<file path="src/rtl/snake_pkg.sv">
// Shared constants and state encoding for the snake game item logic.
package snake_pkg;

  localparam int XSIZE    = 48;
  localparam int YSIZE    = 64;
  localparam int MAX_SIZE = 20;
  localparam int DEF_X    = 12;
  localparam int DEF_Y    = 32;
  localparam int COORD_W  = 6;

  typedef enum logic [2:0] {
    IDLE   = 3'd0,
    DRAW   = 3'd1,
    CHECK  = 3'd2,
    SCAN   = 3'd3,
    REJECT = 3'd4,
    FOUND  = 3'd5
  } spawn_state_t;

endpackage

</file>
<file path="src/rtl/snake_lfsr16.sv">
// Free-running 16-bit Fibonacci LFSR (taps 16,14,13,11), shifts every clock.
module snake_lfsr16 #(
  parameter logic [15:0] SEED = 16'hACE1
) (
  input  logic        clk,
  input  logic        rst_n,
  output logic [15:0] state
);

  // Shift register with XOR feedback; reset loads the nonzero seed.
  always_ff @(posedge clk or negedge rst_n) begin
    if (!rst_n) begin
      state <= SEED;
    end else begin
      state <= {state[14:0], state[15] ^ state[13] ^ state[12] ^ state[10]};
    end
  end

endmodule

</file>
<file path="src/rtl/snake_item_spawner.sv">
// Picks a free interior cell for the next food item: random candidates from
// the LFSR, each checked against walls, the current item and every live body
// segment (one per cycle), with a raster sweep fallback after too many misses.
module snake_item_spawner
  import snake_pkg::*;
#(
  parameter logic [15:0] SEED      = 16'hACE1,
  parameter int          MAX_TRIES = 32
) (
  input  logic                          i_Clk,
  input  logic                          i_Rst,
  input  logic                          i_Start,
  input  logic [MAX_SIZE*COORD_W-1:0]   i_Body_x,
  input  logic [MAX_SIZE*COORD_W-1:0]   i_Body_y,
  input  logic [11:0]                   i_Size,
  output logic [COORD_W-1:0]            o_Item_x,
  output logic [COORD_W-1:0]            o_Item_y,
  output logic                          o_Done,
  output logic                          o_Busy
);

  localparam int IDX_W = $clog2(MAX_SIZE + 1);

  localparam logic [COORD_W-1:0] X_LAST  = COORD_W'(XSIZE - 1);
  localparam logic [COORD_W-1:0] Y_LAST  = COORD_W'(YSIZE - 1);
  localparam logic [COORD_W-1:0] X_INNER = COORD_W'(XSIZE - 2);
  localparam logic [COORD_W-1:0] Y_INNER = COORD_W'(YSIZE - 2);
  localparam logic [COORD_W-1:0] ONE     = COORD_W'(1);
  localparam logic [15:0]        TRY_LIM = 16'(MAX_TRIES);
  localparam logic [IDX_W-1:0]   N_MAX   = IDX_W'(MAX_SIZE);

  spawn_state_t state_q, state_d;

  logic [15:0]                 lfsr;
  logic [MAX_SIZE*COORD_W-1:0] body_x_q, body_y_q;
  logic [IDX_W-1:0]            n_q, scan_idx;
  logic [15:0]                 try_q;
  logic                        sweep_q;
  logic [COORD_W-1:0]          sw_x, sw_y;
  logic [COORD_W-1:0]          cand_x, cand_y;
  logic [COORD_W-1:0]          slot_x, slot_y;
  logic                        cand_bad, slot_hit, scan_last;

  snake_lfsr16 #(.SEED(SEED)) u_lfsr (
    .clk   (i_Clk),
    .rst_n (i_Rst),
    .state (lfsr)
  );

  assign slot_x    = body_x_q[int'(scan_idx)*COORD_W +: COORD_W];
  assign slot_y    = body_y_q[int'(scan_idx)*COORD_W +: COORD_W];
  assign slot_hit  = (slot_x == cand_x) && (slot_y == cand_y);
  assign scan_last = (scan_idx == n_q - 1'b1);
  assign cand_bad  = (cand_x == '0) || (cand_x >= X_LAST) ||
                     (cand_y == '0) || (cand_y >= Y_LAST) ||
                     ((cand_x == o_Item_x) && (cand_y == o_Item_y));

  // State register; reset aborts any search in progress.
  always_ff @(posedge i_Clk or negedge i_Rst) begin
    if (!i_Rst) begin
      state_q <= IDLE;
    end else begin
      state_q <= state_d;
    end
  end

  // Next-state logic; a start outside IDLE is simply not looked at.
  always_comb begin
    state_d = state_q;
    unique case (state_q)
      IDLE:    if (i_Start) state_d = DRAW;
      DRAW:    state_d = CHECK;
      CHECK: begin
        if (cand_bad)        state_d = REJECT;
        else if (n_q == '0)  state_d = FOUND;
        else                 state_d = SCAN;
      end
      SCAN: begin
        if (slot_hit)        state_d = REJECT;
        else if (scan_last)  state_d = FOUND;
      end
      REJECT:  state_d = DRAW;
      FOUND:   state_d = IDLE;
      default: state_d = IDLE;
    endcase
  end

  // Control registers and published outputs.
  always_ff @(posedge i_Clk or negedge i_Rst) begin
    if (!i_Rst) begin
      o_Item_x <= COORD_W'(DEF_X);
      o_Item_y <= COORD_W'(DEF_Y);
      o_Done   <= 1'b1;
      o_Busy   <= 1'b0;
      n_q      <= '0;
      scan_idx <= '0;
      try_q    <= '0;
      sweep_q  <= 1'b0;
      sw_x     <= ONE;
      sw_y     <= ONE;
    end else begin
      unique case (state_q)
        IDLE: begin
          if (i_Start) begin
            n_q     <= (i_Size > 12'(MAX_SIZE)) ? N_MAX : i_Size[IDX_W-1:0];
            try_q   <= '0;
            o_Done  <= 1'b0;
            o_Busy  <= 1'b1;
            // With no random tries allowed the sweep begins right away.
            sweep_q <= (TRY_LIM == '0);
            sw_x    <= ONE;
            sw_y    <= ONE;
          end
        end
        CHECK: scan_idx <= '0;
        SCAN: begin
          if (!slot_hit && !scan_last) scan_idx <= scan_idx + 1'b1;
        end
        REJECT: begin
          if (!sweep_q) begin
            try_q <= try_q + 16'd1;
            if (try_q + 16'd1 >= TRY_LIM) begin
              sweep_q <= 1'b1;
              sw_x    <= ONE;
              sw_y    <= ONE;
            end
          end else if (sw_x == X_INNER) begin
            sw_x <= ONE;
            sw_y <= (sw_y == Y_INNER) ? ONE : sw_y + 1'b1;
          end else begin
            sw_x <= sw_x + 1'b1;
          end
        end
        FOUND: begin
          o_Item_x <= cand_x;
          o_Item_y <= cand_y;
          o_Done   <= 1'b1;
          o_Busy   <= 1'b0;
          sweep_q  <= 1'b0;
        end
        default: ;
      endcase
    end
  end

  // Body snapshot at start and candidate capture in DRAW (data, no reset).
  always_ff @(posedge i_Clk) begin
    if (state_q == IDLE && i_Start) begin
      body_x_q <= i_Body_x;
      body_y_q <= i_Body_y;
    end
    if (state_q == DRAW) begin
      cand_x <= sweep_q ? sw_x : lfsr[5:0];
      cand_y <= sweep_q ? sw_y : lfsr[11:6];
    end
  end

endmodule

</file>
<file path="config.mk">
export PLATFORM = sky130hd
export DESIGN_NAME = snake_item_spawner
export DESIGN_NICKNAME = d
export VERILOG_FILES = /design/src/rtl/snake_pkg.sv /design/src/rtl/snake_lfsr16.sv /design/src/rtl/snake_item_spawner.sv
export SDC_FILE = /design/constraint.sdc
export NUM_CORES = 1
export LEC_CHECK = 0
export BUFFER_PORTS_ARGS = -buffer_cell sky130_fd_sc_hd__clkbuf_2
export CAP_MARGIN = 30
export CORE_ASPECT_RATIO = 1.2
export CORE_UTILIZATION = 30
export CTS_BUF_LIST = sky130_fd_sc_hd__clkbuf_16
export CTS_CLUSTER_SIZE = 8
export DETAILED_ROUTE_END_ITERATION = 16
export GPL_ROUTABILITY_DRIVEN = 0
export SETUP_SLACK_MARGIN = 0.1
export SKIP_CTS_REPAIR_TIMING = 1
export SLEW_MARGIN = 30
export SYNTH_ARGS = -nofsm -noshare
export SYNTH_HDL_FRONTEND = slang
export SYNTH_SLANG_ARGS = --single-unit
</file>
<file path="constraint.sdc">
create_clock -name i_Clk -period 9.2 [get_ports i_Clk]
set_input_delay 0.46 -clock i_Clk [delete_from_list [all_inputs] [get_ports i_Clk]]
set_output_delay 0.46 -clock i_Clk [all_outputs]
set_load 0.01 [all_outputs]
</file>
==> impl_results.md, run 1 <==
* Synth Flop Type: edfxtp_1
* Commonest cells in the netlist: edfxtp_1 (252), mux2i_1 (75), nand2_1 (60)
* Crit end category: register
* Fmax at 226.2 MHz
* Yosys top cell area share at 54.66%
* Placed wire-length estimate at 28120 µm
* IO Port Bufs at 268
* Final Skew at 0.01836 ns
* Row cnt at 85
* Worst r2r dst: scan_idx[4]
* Synthesized area at 0.01384 mm²
* Slew Limit Headroom at 38.64%
* Drt total wl at 38960 µm
* Crit path max fanout at 18
* Initial DRC count at 678
* Synth warnings at 0
* Remaining global-route overflow at 0
* Initial antenna violation count at 7
* Worst path arrival time at 4.88 ns
* Vias at 9140
* DRC violations left at 0
* CP startpoint kind: register
* R2R setup slack at 4.78 ns
* Synth Register Bits at 324
* Worst-Skew Late Latency at 0.57 ns
* CTS Buf Count at 47
* Static leakage at 6.543 nW
* CTS clk-pin slew, worst paths at 0.05 ns
* Clock Tree Root: clkbuf_16
* Setup violations, final at 0
* Bufs on Longest Clock Path at 3
* Syn Inst Count at 932
* Register area share after synthesis at 67.81%
* Delay-heaviest family, CP: compound AO/OA/AOI/OAI gates
* CTS tree: built
* Layout cells sized above 1 at 32.68%
* Synth-to-layout area growth at 23.62%
* Pwr/cell area at 289.6 mW/mm²
* Largest net degree at the start of global routing at 165
* Gr usage total at 16.68%
* Final Max Slew Viols at 0
* Fraction of registers with async set/reset at 22.22%
* Via-per-instance ratio at 4.951
* Final Hold Fails at 0
* Die Ht at 237.3 µm
* Max IR drop VDD at 0.1882 mV
* Yosys top cell by area: edfxtp_1
* Worst slew pin tran at 0.9203 ns
* Crit path time final at 4.421 ns
* Setup TNS at 0 ns
* Setup crit start: scan_idx[2]
* Vias in the first global route at 9321
* Worst EP required at 9.66 ns
* Number of synthesized flops with an enable pin at 252
* Crit path max-delay cell type: clkinv_1
* Count of different cell masters after synthesis at 66
* Final period util at 48.06%
* HP Class: in -> async
* First-pass DRT Iterations at 8
* Synth Area per Inst at 14.85 µm²
* Clock Sinks at 324
* Worst setup margin at 4.779 ns
* Net Count, Synth at 1194
* MaxCap Viol Count at 0
* Final #Nets at 1466
* Post-route ant nets at 0
* Critical path type: reg -> reg
* Top area cells in the synthesized netlist: edfxtp_1 (55%), dfrtp_1 (10%), mux2i_1 (5.4%)
* H-tree Lvls at 2
* CP bufs+invs at 1
* Die area at 0.04701 mm²
* Core area at 0.04520 mm²
* Status: finished, final reports clean
* CP peak stage delay at 0.84 ns
* Most frequent cell after synthesis: edfxtp_1
* Worst Hold Slack at 0.02816 ns
* Launching point of the worst reg2reg path: scan_idx[2]
* Die Wd at 198.1 µm
* Pre-CTS WS at 4.831 ns
* DP Area at 0.01571 mm²
* First-pass GRT wire length at 57640 µm
* Crit-path cells: clkinv_1, a2111oi_1, nor4_1, or4_1, o41ai_1, a31oi_2, a311o_1, o311ai_1
* Final instance area at 0.01711 mm²
* Wirelength per Cell at 21.10 µm
* R2R depth at 8
* RSZ-0062 raised after global routing: false
* Initial Utilization at 30.63%
* Final core occ at 37.86%
* Ports at 269
metrics by stage:
stage	cells	power, mW
finish	1846	4.956
detailed placement	1764	3.403
global route	1845	5.197
global placement	1764	3.383
CTS	1842	5.019
floorplan	932	3.006
area by class of cell:
| cell class | instances | area, µm² |
|---|---|---|
| fillers | 4275 | 28090 |
| flip-flops and latches | 324 | 9392 |
| multi-input cells | 535 | 4081 |
| repair buffers | 275 | 1401 |
| clock buffers | 50 | 1251 |
| well taps | 609 | 762.0 |
| clock inverters | 28 | 123.9 |
| inverters | 21 | 91.34 |
| diodes | 4 | 10.01 |
report_power, final:
part / switching, mW / total (mW) / internal, mW
logic: 0.696 / 1.15 / 0.453
clock network: 0.632 / 1.59 / 0.963
registers: 0.240 / 2.21 / 1.97
flip-flops by register name, indices dropped and copies added, names as in the netlist:
register,flops
cand_x,6
scan_idx,5
cand_y,6
o_Done,1
o_Item_y,6
u_lfsr.state,16
sw_x,6
state_q,3
sweep_q,1
try_q,16
body_x_q,120
o_Item_x,6
o_Busy,1
n_q,5
sw_y,6
body_y_q,120
worst max path at each step:
stage / to / slack [ns] / depth (start not counted)
floorplan: sw_x[5] / 4.19 / 7
finish: scan_idx[4] / 4.78 / 8
global route: scan_idx[4] / 4.46 / 8
global placement: scan_idx[4] / 4.89 / 8
detailed placement: scan_idx[4] / 4.83 / 8
CTS: scan_idx[4] / 4.79 / 8
cell families after synthesis:
| logic type | synth area share [%] |
|---|---|
| AO/OA/AOI/OAI | 8.704 |
| multiplexers | 11.36 |
| buffers and inverters | 2.838 |
| flip-flops | 67.81 |
| adder cells (fa/ha/maj) | 0.6327 |
| XOR/XNOR | 1.455 |
| AND/OR/NAND/NOR | 7.204 |
routing by layer:
layer  GRT usage [%]  vias to the layer above  routed length, µm
met1           19.55                     4541              15080
met5               0                        -                 28
met3           4.583                       85               2827
met4           5.896                        4               1091
met2           29.05                      322              19930
li1                -                     4188                  -
cell usage in the layout, fill, tap and decap left out, types with 5 or more instances in the layout:
cell type and n:
clkbuf_2 267, edfxtp_1 252, mux2i_1 75, nand2_1 60
o21ai_0 57, dfrtp_1 56, clkbuf_16 50, nor2_1 48
inv_1 45, mux2_2 25, nand3_1 24, mux4_2 24
xor2_1 18, a21oi_1 16, dfstp_2 14, nand4_1 13
a22oi_1 13, nor3_1 12, o22a_1 11, a221oi_1 11
nor2b_1 9, o22ai_1 9, nor4_1 8, o221ai_1 8
and3_1 7, ha_1 7, or4_1 6, xnor2_1 5
o41ai_1 5, o31ai_1 5, nand2b_1 5, buf_4 5
No activity file was read; power rests on OpenSTA's default activity.
==> run 2, diff against run 1 <==
==> constraint.sdc (replaced) <==
create_clock -name i_Clk -period 4.5 [get_ports i_Clk]
set_input_delay 0.225 -clock i_Clk [delete_from_list [all_inputs] [get_ports i_Clk]]
set_output_delay 0.225 -clock i_Clk [all_outputs]
set_load 0.01 [all_outputs]
==> run 2 against run 1 <==
Maximum frequency increased by 12%. Sequential share of layout area decreased by 7.1 points. Highest routed layer is now met4. Total power increased by 110%. Routed wire length increased by 10%. Core utilization increased by 5.6 points.
==> impl_results.md, run 2 (synthesis results as in run 1) <==
* Fmax at 252.7 MHz (+12%)
* IO Port Bufs at 268 (unchanged)
* Layout cells sized above 1 at 27.47% (-5.2 points)
* Worst path arrival time at 4.41 ns (-0.47 ns)
* Drt total wl at 42890 µm (+10%)
* Pwr/cell area at 523.1 mW/mm² (+81%)
* Commonest non-fill, non-tap cell in the layout: clkbuf_2
* Slew Limit Headroom at 40.61% (+2.0 points)
* Die Ht at 237.3 µm (unchanged)
* Sequential cell area at 0.009392 mm² (unchanged)
* DRC violations left at 0 (unchanged)
* R2R setup slack at 0.54 ns (-4.24 ns)
* Static leakage at 7.653 nW (+17%)
* Setup TNS at 0 ns (unchanged)
* Setup violations, final at 0 (unchanged)
* Max IR drop VDD at 0.2840 mV (+51%)
* Final Hold Fails at 0 (unchanged)
* Ports at 269 (unchanged)
* Crit path max-delay cell type: dfrtp_4
* Synth-to-layout area growth at 41.87%
* Bufs on Longest Clock Path at 3 (unchanged)
* Vias in the first global route at 9259 (-0.67%)
* Most numerous cell on the critical path: buf_4
* CP startpoint kind: register
* Worst Hold Slack at 0.0007556 ns (-0.02740 ns)
* DP Area at 0.01585 mm² (+0.85%)
* Pre-CTS WS at 0.6288 ns (-4.202 ns)
* MaxCap Viol Count at 0 (unchanged)
* First-pass DRT Iterations at 5 (-3)
* Crit end category: register
* Clock Sinks at 324 (unchanged)
* CP bufs+invs at 3 (+2)
* Worst slew pin tran at 0.8909 ns (-0.02947 ns)
* Largest registers: body_x_q (120), body_y_q (120)
* Initial antenna violation count at 7 (unchanged)
* Die area at 0.04701 mm² (unchanged)
* Row cnt at 85 (unchanged)
* Worst-Skew Late Latency at 0.57 ns (about the same)
* Remaining global-route overflow at 0 (unchanged)
* Die Wd at 198.1 µm (unchanged)
* Gr usage total at 16.52% (-0.16 points)
* Final Max Slew Viols at 0 (unchanged)
* Vias at 10250 (+12%)
* Final total power at 10.27 mW (+110%)
* Core area at 0.04520 mm² (unchanged)
* Worst EP required at 4.96 ns (-4.70 ns)
* Initial Utilization at 30.63% (unchanged)
* H-tree Lvls at 2 (unchanged)
* Worst setup margin at 0.5434 ns (-4.236 ns)
* Crit-path cells: buf_12, buf_4, mux2i_1, o22a_1, o22ai_1, nor4_1, nand3_1, nor4_2, a31oi_1, buf_4, a311o_1, o311ai_1
* Critical path type: reg -> reg
* HP Class: in -> reg
* Largest net degree at the start of global routing at 121 (-27%)
* Post-route ant nets at 0 (unchanged)
* Final period util at 87.93% (+40 points)
* Via-per-instance ratio at 4.837 (-2.3%)
* RSZ-0062 raised after global routing: false
* Crit path max fanout at 40 (+22)
* Final #Nets at 1725 (+18%)
* CTS clk-pin slew, worst paths at 0.05 ns (about the same)
* Crit path time final at 3.957 ns (-0.4645 ns)
* Placed wire-length estimate at 28220 µm (+0.34%)
* Most frequent cells in the layout: clkbuf_2 (267), edfxtp_1 (252), dlygate4sd3_1 (244)
* CTS Buf Count at 46 (-2.1%)
* CP peak stage delay at 0.89 ns (+0.05 ns)
* Delay-heaviest family, CP: compound AO/OA/AOI/OAI gates
* Final Skew at 0.02940 ns (+0.01104 ns)
* Status: finished, final reports clean
* Fillers at 4018 (-6.0%)
* Initial DRC count at 631 (-6.9%)
* CTS tree: built
* First-pass GRT wire length at 57140 µm (-0.86%)
* Wirelength per Cell at 20.24 µm (-4.1%)
* Area of the multi-input gates at 0.004066 mm² (-0.37%)
* Final instance area at 0.01964 mm² (+15%)
* Clock Tree Root: clkbuf_16
==> run 2: per-layer routing <==
layer	part of all wire (%)	vias to the layer above	global-route usage [%]
li1	-	4725	-
met1	38	5019	19.17
met2	53	406	29.08
met3	5.9	99	4.115
met4	3.4	0	6.342
met5	0	-	0
==> run 2: layout make-up <==
| type | count | share of cell area [%] |
|---|---|---|
| diodes | 10 | 0.1274 |
| clock buffers | 46 | 5.861 |
| clock inverters | 39 | 0.8919 |
| inverters | 21 | 0.4396 |
| multi-input cells | 535 | 20.71 |
| flip-flops and latches | 324 | 47.82 |
| well taps | 609 | 3.880 |
| repair buffers | 535 | 20.27 |
==> run 2: path summary, 6_finish.rpt <==
kind                                   from                to  cells past startpoint
setup / recovery                scan_idx[0]       scan_idx[4]                     12
hold reg to reg            u_lfsr.state[14]  u_lfsr.state[15]                      0
setup reg to reg                scan_idx[0]       scan_idx[4]                     12
hold / removal                    i_Size[4]            n_q[4]                      3
min in group asynchronous             i_Rst       o_Item_y[4]                      2
max in group asynchronous             i_Rst         try_q[14]                      3
==> run 2: through the flow <==
stage,utilization [%],cells
global route,43.45,2119
global placement,35.06,1780
detailed placement,35.06,1780
CTS,37.99,1865
finish,43.45,2119
floorplan,-,932
==> run 2: worst register-to-register path, delay by kind of cell (launching register included) <==
family,cells,cell delay [ns]
and+or+nand+nor,3,0.91
AOI/OAI and AO/OA,5,0.95
muxes,1,0.26
buffers and inverters,3,0.84
DFF,1,0.89
==> run 2: power breakdown <==
group / internal, mW / total (mW) / switching (mW)
logic: 1.13 / 2.61 / 1.49
registers: 4.03 / 4.53 / 0.505
clock network: 1.84 / 3.12 / 1.29
total: 7.00 / 10.3 / 3.28
